==> src/rtl/hv_lv_pwm_intb_pkg.sv <==
// Shared definitions for the HV-side pwm_intb encoder and the LV-side decoder.
// Both sides import this package so that pulse counts and the decoder's
// width windows stay consistent across the isolation channel.
package hv_lv_pwm_intb_pkg;

  // Encoder frame FSM states.
  typedef enum logic [1:0] {
    ST_IDLE     = 2'd0,
    ST_PULSE_LO = 2'd1,
    ST_PULSE_HI = 2'd2,
    ST_GUARD    = 2'd3
  } pwm_intb_state_e;

  // Pulses per frame: 1 pulse = interrupt asserted, 4 pulses = released.
  localparam int ASSERT_PULSE_NUM   = 1;
  localparam int DEASSERT_PULSE_NUM = 4;

  // Decoder low-pulse acceptance window, exclusive bounds (valid widths 5..7
  // from the encoder's side, decoder tolerates 4..8).
  localparam int DN_TH = 4;
  localparam int UP_TH = 8;

  function automatic int max3(input int a, input int b, input int c);
    int m;
    m = (a > b) ? a : b;
    return (m > c) ? m : c;
  endfunction

endpackage

==> src/rtl/hv_pwm_intb_encode.sv <==
// HV-side transmitter for the shared pwm_intb_n line. Turns the HV interrupt
// level into low-pulse frames: ASSERT_PULSE_NUM pulses for intb_n=0 and
// DEASSERT_PULSE_NUM pulses for intb_n=1, each frame closed by a high guard.
//
// Ports:
//   i_clk            clock
//   i_rst_n          asynchronous active-low reset
//   i_hv_intb_n      HV interrupt level (0 = interrupt), synchronous to i_clk
//   i_enc_en         encoder enable; gates the start of new frames only
//   o_hv_pwm_intb_n  encoded line, registered, idle high
//   o_busy           1 while a frame (pulses or guard) is in progress
//   o_sent_intb_n    last level completely transmitted
module hv_pwm_intb_encode
  import hv_lv_pwm_intb_pkg::*;
#(
  parameter int PULSE_LO_CYC       = 6,
  parameter int PULSE_HI_CYC       = 6,
  parameter int GUARD_CYC          = 16,
  parameter int ASSERT_PULSE_NUM   = hv_lv_pwm_intb_pkg::ASSERT_PULSE_NUM,
  parameter int DEASSERT_PULSE_NUM = hv_lv_pwm_intb_pkg::DEASSERT_PULSE_NUM
) (
  input  logic i_clk,
  input  logic i_rst_n,
  input  logic i_hv_intb_n,
  input  logic i_enc_en,
  output logic o_hv_pwm_intb_n,
  output logic o_busy,
  output logic o_sent_intb_n
);

  localparam int MAX_CYC = max3(PULSE_LO_CYC, PULSE_HI_CYC, GUARD_CYC);
  localparam int CNT_W   = $clog2(MAX_CYC + 1);

  localparam logic [CNT_W-1:0] LO_LOAD = CNT_W'(PULSE_LO_CYC - 1);
  localparam logic [CNT_W-1:0] HI_LOAD = CNT_W'(PULSE_HI_CYC - 1);
  localparam logic [CNT_W-1:0] GD_LOAD = CNT_W'(GUARD_CYC - 1);
  localparam logic [2:0]       AS_NUM  = 3'(ASSERT_PULSE_NUM);
  localparam logic [2:0]       DE_NUM  = 3'(DEASSERT_PULSE_NUM);

  // Keep the encoder inside the decoder's acceptance windows.
  if (PULSE_LO_CYC <= DN_TH || PULSE_LO_CYC >= UP_TH) begin : g_chk_lo
    $error("PULSE_LO_CYC must lie strictly between DN_TH and UP_TH");
  end
  if (PULSE_HI_CYC < 1 || PULSE_HI_CYC > UP_TH) begin : g_chk_hi
    $error("PULSE_HI_CYC must be in 1..UP_TH");
  end
  if (GUARD_CYC < 12) begin : g_chk_gd
    $error("GUARD_CYC must be at least 12");
  end
  if (ASSERT_PULSE_NUM < 1 || ASSERT_PULSE_NUM > 7 ||
      DEASSERT_PULSE_NUM < 1 || DEASSERT_PULSE_NUM > 7) begin : g_chk_num
    $error("pulse counts must fit the 3-bit pulse counter (1..7)");
  end

  pwm_intb_state_e  r_state, w_nxt_state;
  logic [CNT_W-1:0] r_cnt, w_nxt_cnt;
  logic [2:0]       r_pulse_rem, w_nxt_pulse_rem;
  logic             r_tgt, w_nxt_tgt;
  logic             r_line, w_nxt_line;
  logic             r_sent, w_nxt_sent;
  logic             r_busy;

  // Width counter is loaded with (length-1) on every state change and counts
  // down to zero; the transition happens on the cycle it reads zero.
  always_comb begin
    w_nxt_state     = r_state;
    w_nxt_cnt       = r_cnt;
    w_nxt_pulse_rem = r_pulse_rem;
    w_nxt_tgt       = r_tgt;
    w_nxt_line      = 1'b1;
    w_nxt_sent      = r_sent;
    unique case (r_state)
      ST_IDLE: begin
        // Only the level present here matters; edges seen mid-frame are not
        // remembered, so a glitch that returns to the sent level is dropped.
        if (i_enc_en && (i_hv_intb_n != r_sent)) begin
          w_nxt_tgt       = i_hv_intb_n;
          w_nxt_pulse_rem = i_hv_intb_n ? DE_NUM : AS_NUM;
          w_nxt_state     = ST_PULSE_LO;
          w_nxt_cnt       = LO_LOAD;
          w_nxt_line      = 1'b0;
        end
      end
      ST_PULSE_LO: begin
        w_nxt_line = 1'b0;
        if (r_cnt == '0) begin
          w_nxt_pulse_rem = r_pulse_rem - 3'd1;
          w_nxt_line      = 1'b1;
          if (r_pulse_rem > 3'd1) begin
            w_nxt_state = ST_PULSE_HI;
            w_nxt_cnt   = HI_LOAD;
          end else begin
            w_nxt_state = ST_GUARD;
            w_nxt_cnt   = GD_LOAD;
            w_nxt_sent  = r_tgt;
          end
        end else begin
          w_nxt_cnt = r_cnt - 1'b1;
        end
      end
      ST_PULSE_HI: begin
        if (r_cnt == '0) begin
          w_nxt_state = ST_PULSE_LO;
          w_nxt_cnt   = LO_LOAD;
          w_nxt_line  = 1'b0;
        end else begin
          w_nxt_cnt = r_cnt - 1'b1;
        end
      end
      ST_GUARD: begin
        if (r_cnt == '0) begin
          w_nxt_state = ST_IDLE;
          w_nxt_cnt   = '0;
        end else begin
          w_nxt_cnt = r_cnt - 1'b1;
        end
      end
      default: begin
        w_nxt_state = ST_IDLE;
        w_nxt_cnt   = '0;
      end
    endcase
  end

  always_ff @(posedge i_clk or negedge i_rst_n) begin
    if (!i_rst_n) begin
      r_state     <= ST_IDLE;
      r_cnt       <= '0;
      r_pulse_rem <= '0;
      r_tgt       <= 1'b1;
      r_line      <= 1'b1;
      r_sent      <= 1'b1;
      r_busy      <= 1'b0;
    end else begin
      r_state     <= w_nxt_state;
      r_cnt       <= w_nxt_cnt;
      r_pulse_rem <= w_nxt_pulse_rem;
      r_tgt       <= w_nxt_tgt;
      r_line      <= w_nxt_line;
      r_sent      <= w_nxt_sent;
      r_busy      <= (w_nxt_state != ST_IDLE);
    end
  end

  assign o_hv_pwm_intb_n = r_line;
  assign o_busy          = r_busy;
  assign o_sent_intb_n   = r_sent;

endmodule

==> config.mk <==
export PLATFORM = sky130hd
export DESIGN_NAME = hv_pwm_intb_encode
export DESIGN_NICKNAME = d
export VERILOG_FILES = /design/src/rtl/hv_lv_pwm_intb_pkg.sv /design/src/rtl/hv_pwm_intb_encode.sv
export SDC_FILE = /design/constraint.sdc
export NUM_CORES = 1
export LEC_CHECK = 0
export BUFFER_PORTS_ARGS = -buffer_cell sky130_fd_sc_hd__buf_4
export CELL_PAD_IN_SITES_DETAIL_PLACEMENT = 0
export CELL_PAD_IN_SITES_GLOBAL_PLACEMENT = 1
export CORE_UTILIZATION = 43
export DETAILED_ROUTE_END_ITERATION = 7
export GPL_TIMING_DRIVEN = 0
export PLACE_DENSITY_LB_ADDON = 0.1
export SKIP_CTS_REPAIR_TIMING = 1
export SYNTH_ARGS = -nofsm -noshare
export SYNTH_HDL_FRONTEND = slang
export SYNTH_SLANG_ARGS = --single-unit
==> constraint.sdc <==
create_clock -name i_clk -period 2.4 [get_ports i_clk]
set_clock_uncertainty 0.15 [all_clocks]
set_input_delay 0.12 -clock i_clk [delete_from_list [all_inputs] [get_ports i_clk]]
set_output_delay 0.12 -clock i_clk [all_outputs]
set_load 0.1 [all_outputs]
# Word-level counts from Yosys, hierarchy flattened
# Index checks and enable logic that the tools add are counted.
dict set report word_totals {
  ff_bits 14
  wordCells 45
  output_inout_bits 3
}
dict set report op_classes {
  n_eq_ne 6
  add_sub_neg 2
  n_reduce_logical 8
  n_bitwise 1
  order_cmp 1
  n_mux 20
}
# op count
set op_table {}
lappend op_table {{$mux W5} 4}
lappend op_table {{$pmux W5 S4} 1}
lappend op_table {{$mux W3} 3}
lappend op_table {{$mux W2} 4}
lappend op_table {{$pmux W2 S4} 1}
lappend op_table {{$pmux W3 S2} 1}
lappend op_table {{$reduce_and A3 Y1} 2}
lappend op_table {{$logic_not A5 Y1} 1}
lappend op_table {{$sub A5 B1 Y5 const B} 1}
lappend op_table {{$eq A2 B2 Y1 const B} 2}
lappend op_table {{$mux W1} 4}
lappend op_table {{$mux W4} 1}
lappend op_table {{$ne A2 B2 Y1 const B} 2}
lappend op_table {{$reduce_bool A2 Y1} 2}
lappend op_table {{$gt A3 B1 Y1 const B} 1}
lappend op_table {{$pmux W1 S3} 1}
lappend op_table {{$sub A3 B1 Y3 const B} 1}
lappend op_table {{$eq A2 B1 Y1 const B} 1}
lappend op_table {{$logic_not A2 Y1} 1}
lappend op_table {{$reduce_and A2 Y1} 1}
lappend op_table {{$logic_and A1 B1 Y1} 1}
lappend op_table {{$ne A1 B1 Y1} 1}
lappend op_table {{$not A1 Y1} 1}

# Longest topological paths before layout
dict set report logic_depth {
  word_depth 5
  ltp_mapped 6
  ltp_nobuf 6
}

# Worst setup path before layout
# No wires, ideal clock.
dict set report synth_timing {
  path_type {flip-flop to flip-flop}
  start {reg r_cnt[0]}
  end {reg r_pulse_rem[1]}
  required_ns 2.186
  path_stages_with_launch 7
  t_arrival_ns 1.652
  path_slack_ns 0.533
  setup_ns 0.064
  path_cell_list {dfrtp_1 -> inv_1 -> ha_1 -> or4b_4 -> or3_1 -> o21ai_1 -> a22o_2}
}
dict set report synth_between {
  elab_chain_len 3
}
# element line_no
set synth_lines {}
lappend synth_lines {{start: declaration} hv_pwm_intb_encode.sv:56} ;# logic [CNT_W-1:0] r_cnt, w_nxt_cnt;
lappend synth_lines {{start signal: assignment} hv_pwm_intb_encode.sv:136} ;# r_cnt <= w_nxt_cnt;
lappend synth_lines {{$logic_not A5 Y1} hv_pwm_intb_encode.sv:86} ;# if (r_cnt == '0) begin
lappend synth_lines {{$ne A2 B2 Y1 (no line)} --}
lappend synth_lines {{$reduce_and A3 Y1 (no line)} --}
lappend synth_lines {{end signal: assignment} hv_pwm_intb_encode.sv:137} ;# r_pulse_rem <= w_nxt_pulse_rem;
lappend synth_lines {{end: declaration} hv_pwm_intb_encode.sv:57} ;# logic [2:0] r_pulse_rem, w_nxt_pulse_rem;
# No other way between the ends.
# A chain may end at the register's enable or synchronous reset.

# Worst setup path in the final report
dict set report layout_timing {
  start {reg r_cnt[0]}
  end {reg r_pulse_rem[0]}
}
# Same word-level chain as after synthesis.

==> out/summary.json <==
{
  "status": {
    "outcome": "finished, final reports clean"
  },
  "clock_tree": {
    "clock_tree.htree_level_count": 1,
    "clk_path_buf_depth": 2,
    "clock_latency_ps": 280,
    "ctsRootBufferMaster": "clkbuf_4",
    "cts_tree": "built",
    "cts.reportedPaths.clkPinSlew_ps": 80,
    "tritoncts.num_buffers": 3,
    "cts_num_sinks": 14
  },
  "logic_synthesis": {
    "syn_nets": 92,
    "avgSynthCellArea_sq_um": 9.377,
    "ys_async_sr_fraction_pct": 100.0,
    "yosys-top-cells-area": "dfrtp_1 35%, dfstp_2 9.9%, ha_1 4.7%",
    "post-synth-top-area-fraction_pct": 34.54,
    "synth_top_cell_by_area": "dfrtp_1",
    "synth_cells": 85,
    "ys_dominant_reg_cell": "dfrtp_1",
    "synth_seq_cells": 14,
    "yosys_warnings": 0,
    "synth-edff-count": 0,
    "yosys.cell_types.count": 35,
    "post_synthesis_instance_area_sq_um": 797.0,
    "synth_sequential_area_ratio_pct": 44.43
  },
  "place": {
    "gpl.final_weighted_congestion": 0.7365,
    "port_buffers": 6,
    "dp_hpwl_microns": 1139,
    "dpl_cell_area_sq_um": 873.3
  },
  "critical_path": {
    "cp_data_arrival_time_ps": 2110,
    "critical_path_type": "reg2reg",
    "cp_endpoint_kind": "register",
    "critical_path_peak_fanout": 8,
    "worst-endpoint-required_ps": 2420,
    "start_kind": "register"
  },
  "timing": {
    "worst_slew_margin_rel_pct": 68.45,
    "timing.final.crit_share_pct": 87.00,
    "unrepaired_setup_endpoints_after_global_routing": "no",
    "timing.final.crit_period_ps": 2088,
    "fin_tns_setup_ps": 0,
    "hold_viol": 0,
    "max_slew_vio_count": 0,
    "tightest_slew_ps": 471.2,
    "fmax_mhz": 478.9,
    "report.final.setup_viol": 0
  },
  "global_routing": {
    "grt_max_degree": 15,
    "grt_pass1_wl_microns": 2677,
    "grt-ovfl-total": 0,
    "global_route.usage.total_pct": 18.56,
    "grt_antenna_before_repair": 0,
    "number_of_global_route_vias_before_repair": 592
  },
  "drt": {
    "vias_per_cell": 5.320,
    "post_drt_wl_per_cell_microns": 12.66,
    "totalWireLength_microns": 1544,
    "ant_nets": 0,
    "detailedRoute.firstPassIterationCount": 4,
    "detailroute.via_count": 649,
    "route.detailed.drc": 0,
    "detail_route.iter0.violations": 6
  },
  "power_and_ir_drop": {
    "power_density_mw_per_mm2": 1428,
    "vdd_drop_max_v": 0.0005768,
    "leakage_nw": 0.3984
  },
  "floorplanning": {
    "initial_utilization_pct": 46.16,
    "die_area_sq_mm": 0.002030,
    "die_w_microns": 45.05,
    "core_area_sq_mm": 0.001727,
    "floorplan.rows": 15,
    "die_h_microns": 45.05,
    "i_o_pin_count": 7
  },
  "final_layout": {
    "post-route-cell-area_sq_um": 929.6,
    "drive_above_1_share_pct": 18.56,
    "post_synthesis_to_final_layout_area_growth_pct": 16.64,
    "layout.nets": 105,
    "antenna_cells": 0
  },
  "worst_hold_path": {
    "hold_path_class": "in2reg"
  },
  "run": {
    "drv.max_cap_violation_count": 0
  }
}
## where the power goes
| group | leakage (nW) | switching, W | internal (W) | total [W] |
|---|---|---|---|---|
| Sequential | 0.160 | 0.000109 | 0.000346 | 0.000454 |
| Combinational | 0.217 | 0.000427 | 0.000277 | 0.000704 |
| Clock | 0.0210 | 0.0000769 | 0.0000923 | 0.000169 |
| Total | 0.398 | 0.000612 | 0.000716 | 0.00133 |
## cells in the final DEF, fill, tap and decap left out, types with 2 or more instances in the layout
master and n:
clkbuf_1 3, buf_4 6, o211ai_1 3, clkbuf_4 3, inv_1 6, nand2_1 9
nor2_1 7, dlygate4sd3_1 2, dfrtp_1 11, ha_1 3, a21oi_1 6, dfstp_2 3
and3_1 2, o21ai_0 6, nand3_1 3
## worst paths after layout
kind | cells past startpoint | end | from | slack (ps)
min in group asynchronous | 2 | r_cnt[4]$_DFFE_PN0P_ | i_rst_n | 70
max in group asynchronous | 2 | o_hv_pwm_intb_n$_DFF_PN1_ | i_rst_n | 1800
hold / removal | 3 | o_busy$_DFF_PN0_ | i_enc_en | 20
hold reg to reg | 2 | r_tgt$_DFFE_PN1P_ | r_tgt$_DFFE_PN1P_ | 360
setup / recovery | 6 | r_pulse_rem[0]$_DFFE_PN0P_ | r_cnt[0]$_DFFE_PN0P_ | 310
setup reg to reg | 6 | r_pulse_rem[0]$_DFFE_PN0P_ | r_cnt[0]$_DFFE_PN0P_ | 310
## final cells by class
cell class              count  area [sq um]
fillers                   187         797.0
clock buffers               4         36.28
plain buffers               3         11.26
repair buffers              8         65.06
flip-flops and latches     14         354.1
well taps                  25         31.28
multi-input cells          62         409.1
inverters                   6         22.52
## worst max-delay path, stage by stage, from the launching register on
cell,delay [ps]
dfrtp_1,420
inv_1,90
ha_1,240
nor4b_4,450
nand2_1,220
o32a_1,240
a22o_1,180
## state kept, by name (all words and copies together), names as in the netlist
| register | count |
|---|---|
| o_busy | 1 |
| r_pulse_rem | 3 |
| r_tgt | 1 |
| r_state | 2 |
| o_sent_intb_n | 1 |
| r_cnt | 5 |
| o_hv_pwm_intb_n | 1 |
## cell usage after synthesis (all sizes together) (2+ instances only)
| library cell | n |
|---|---|
| dfrtp | 11 |
| nand2 | 9 |
| nor2 | 7 |
| o21ai | 7 |
| a21oi | 6 |
| inv | 6 |
| clkbuf | 3 |
| dfstp | 3 |
| ha | 3 |
| nand3 | 3 |
| o211ai | 3 |
| a22o | 2 |
| and3 | 2 |
## metrics by stage
stage                     cells  power [W]  setup WS (ps)  utilization (%)  hold slack, ps
after global placement      116   0.001153          366.4            50.58          -173.1
final                       122   0.001328          312.0            53.84           22.76
after floorplan              85   0.001018          533.3                -          -325.6
after detailed placement    116   0.001159          344.5            50.58          -173.1
after CTS                   120   0.001332          321.9            52.68          -478.3
after global routing        122   0.001439          168.7            53.84           50.94
## per-layer routing
| layer | vias to the layer above | routed length, microns | track usage [%] |
|---|---|---|---|
| li1 | 332 | - | - |
| met1 | 304 | 777 | 26.26 |
| met2 | 9 | 696 | 26.96 |
| met3 | 4 | 39 | 3.600 |
| met4 | 0 | 31 | 9.091 |
| met5 | - | 0 | 0 |
## logic make-up after synthesis
| group | after synthesis | share of synthesized area [%] |
|---|---|---|
| buffers and inverters | 9 | 4.238 |
| XOR/XNOR | 2 | 2.198 |
| multiplexers | 1 | 1.413 |
| AO/OA/AOI/OAI | 26 | 21.82 |
| flip-flops | 14 | 44.43 |
| adder cells (fa/ha/maj) | 3 | 4.710 |
| AND/OR/NAND/NOR | 30 | 21.19 |
(Power assumes the default switching activity.)
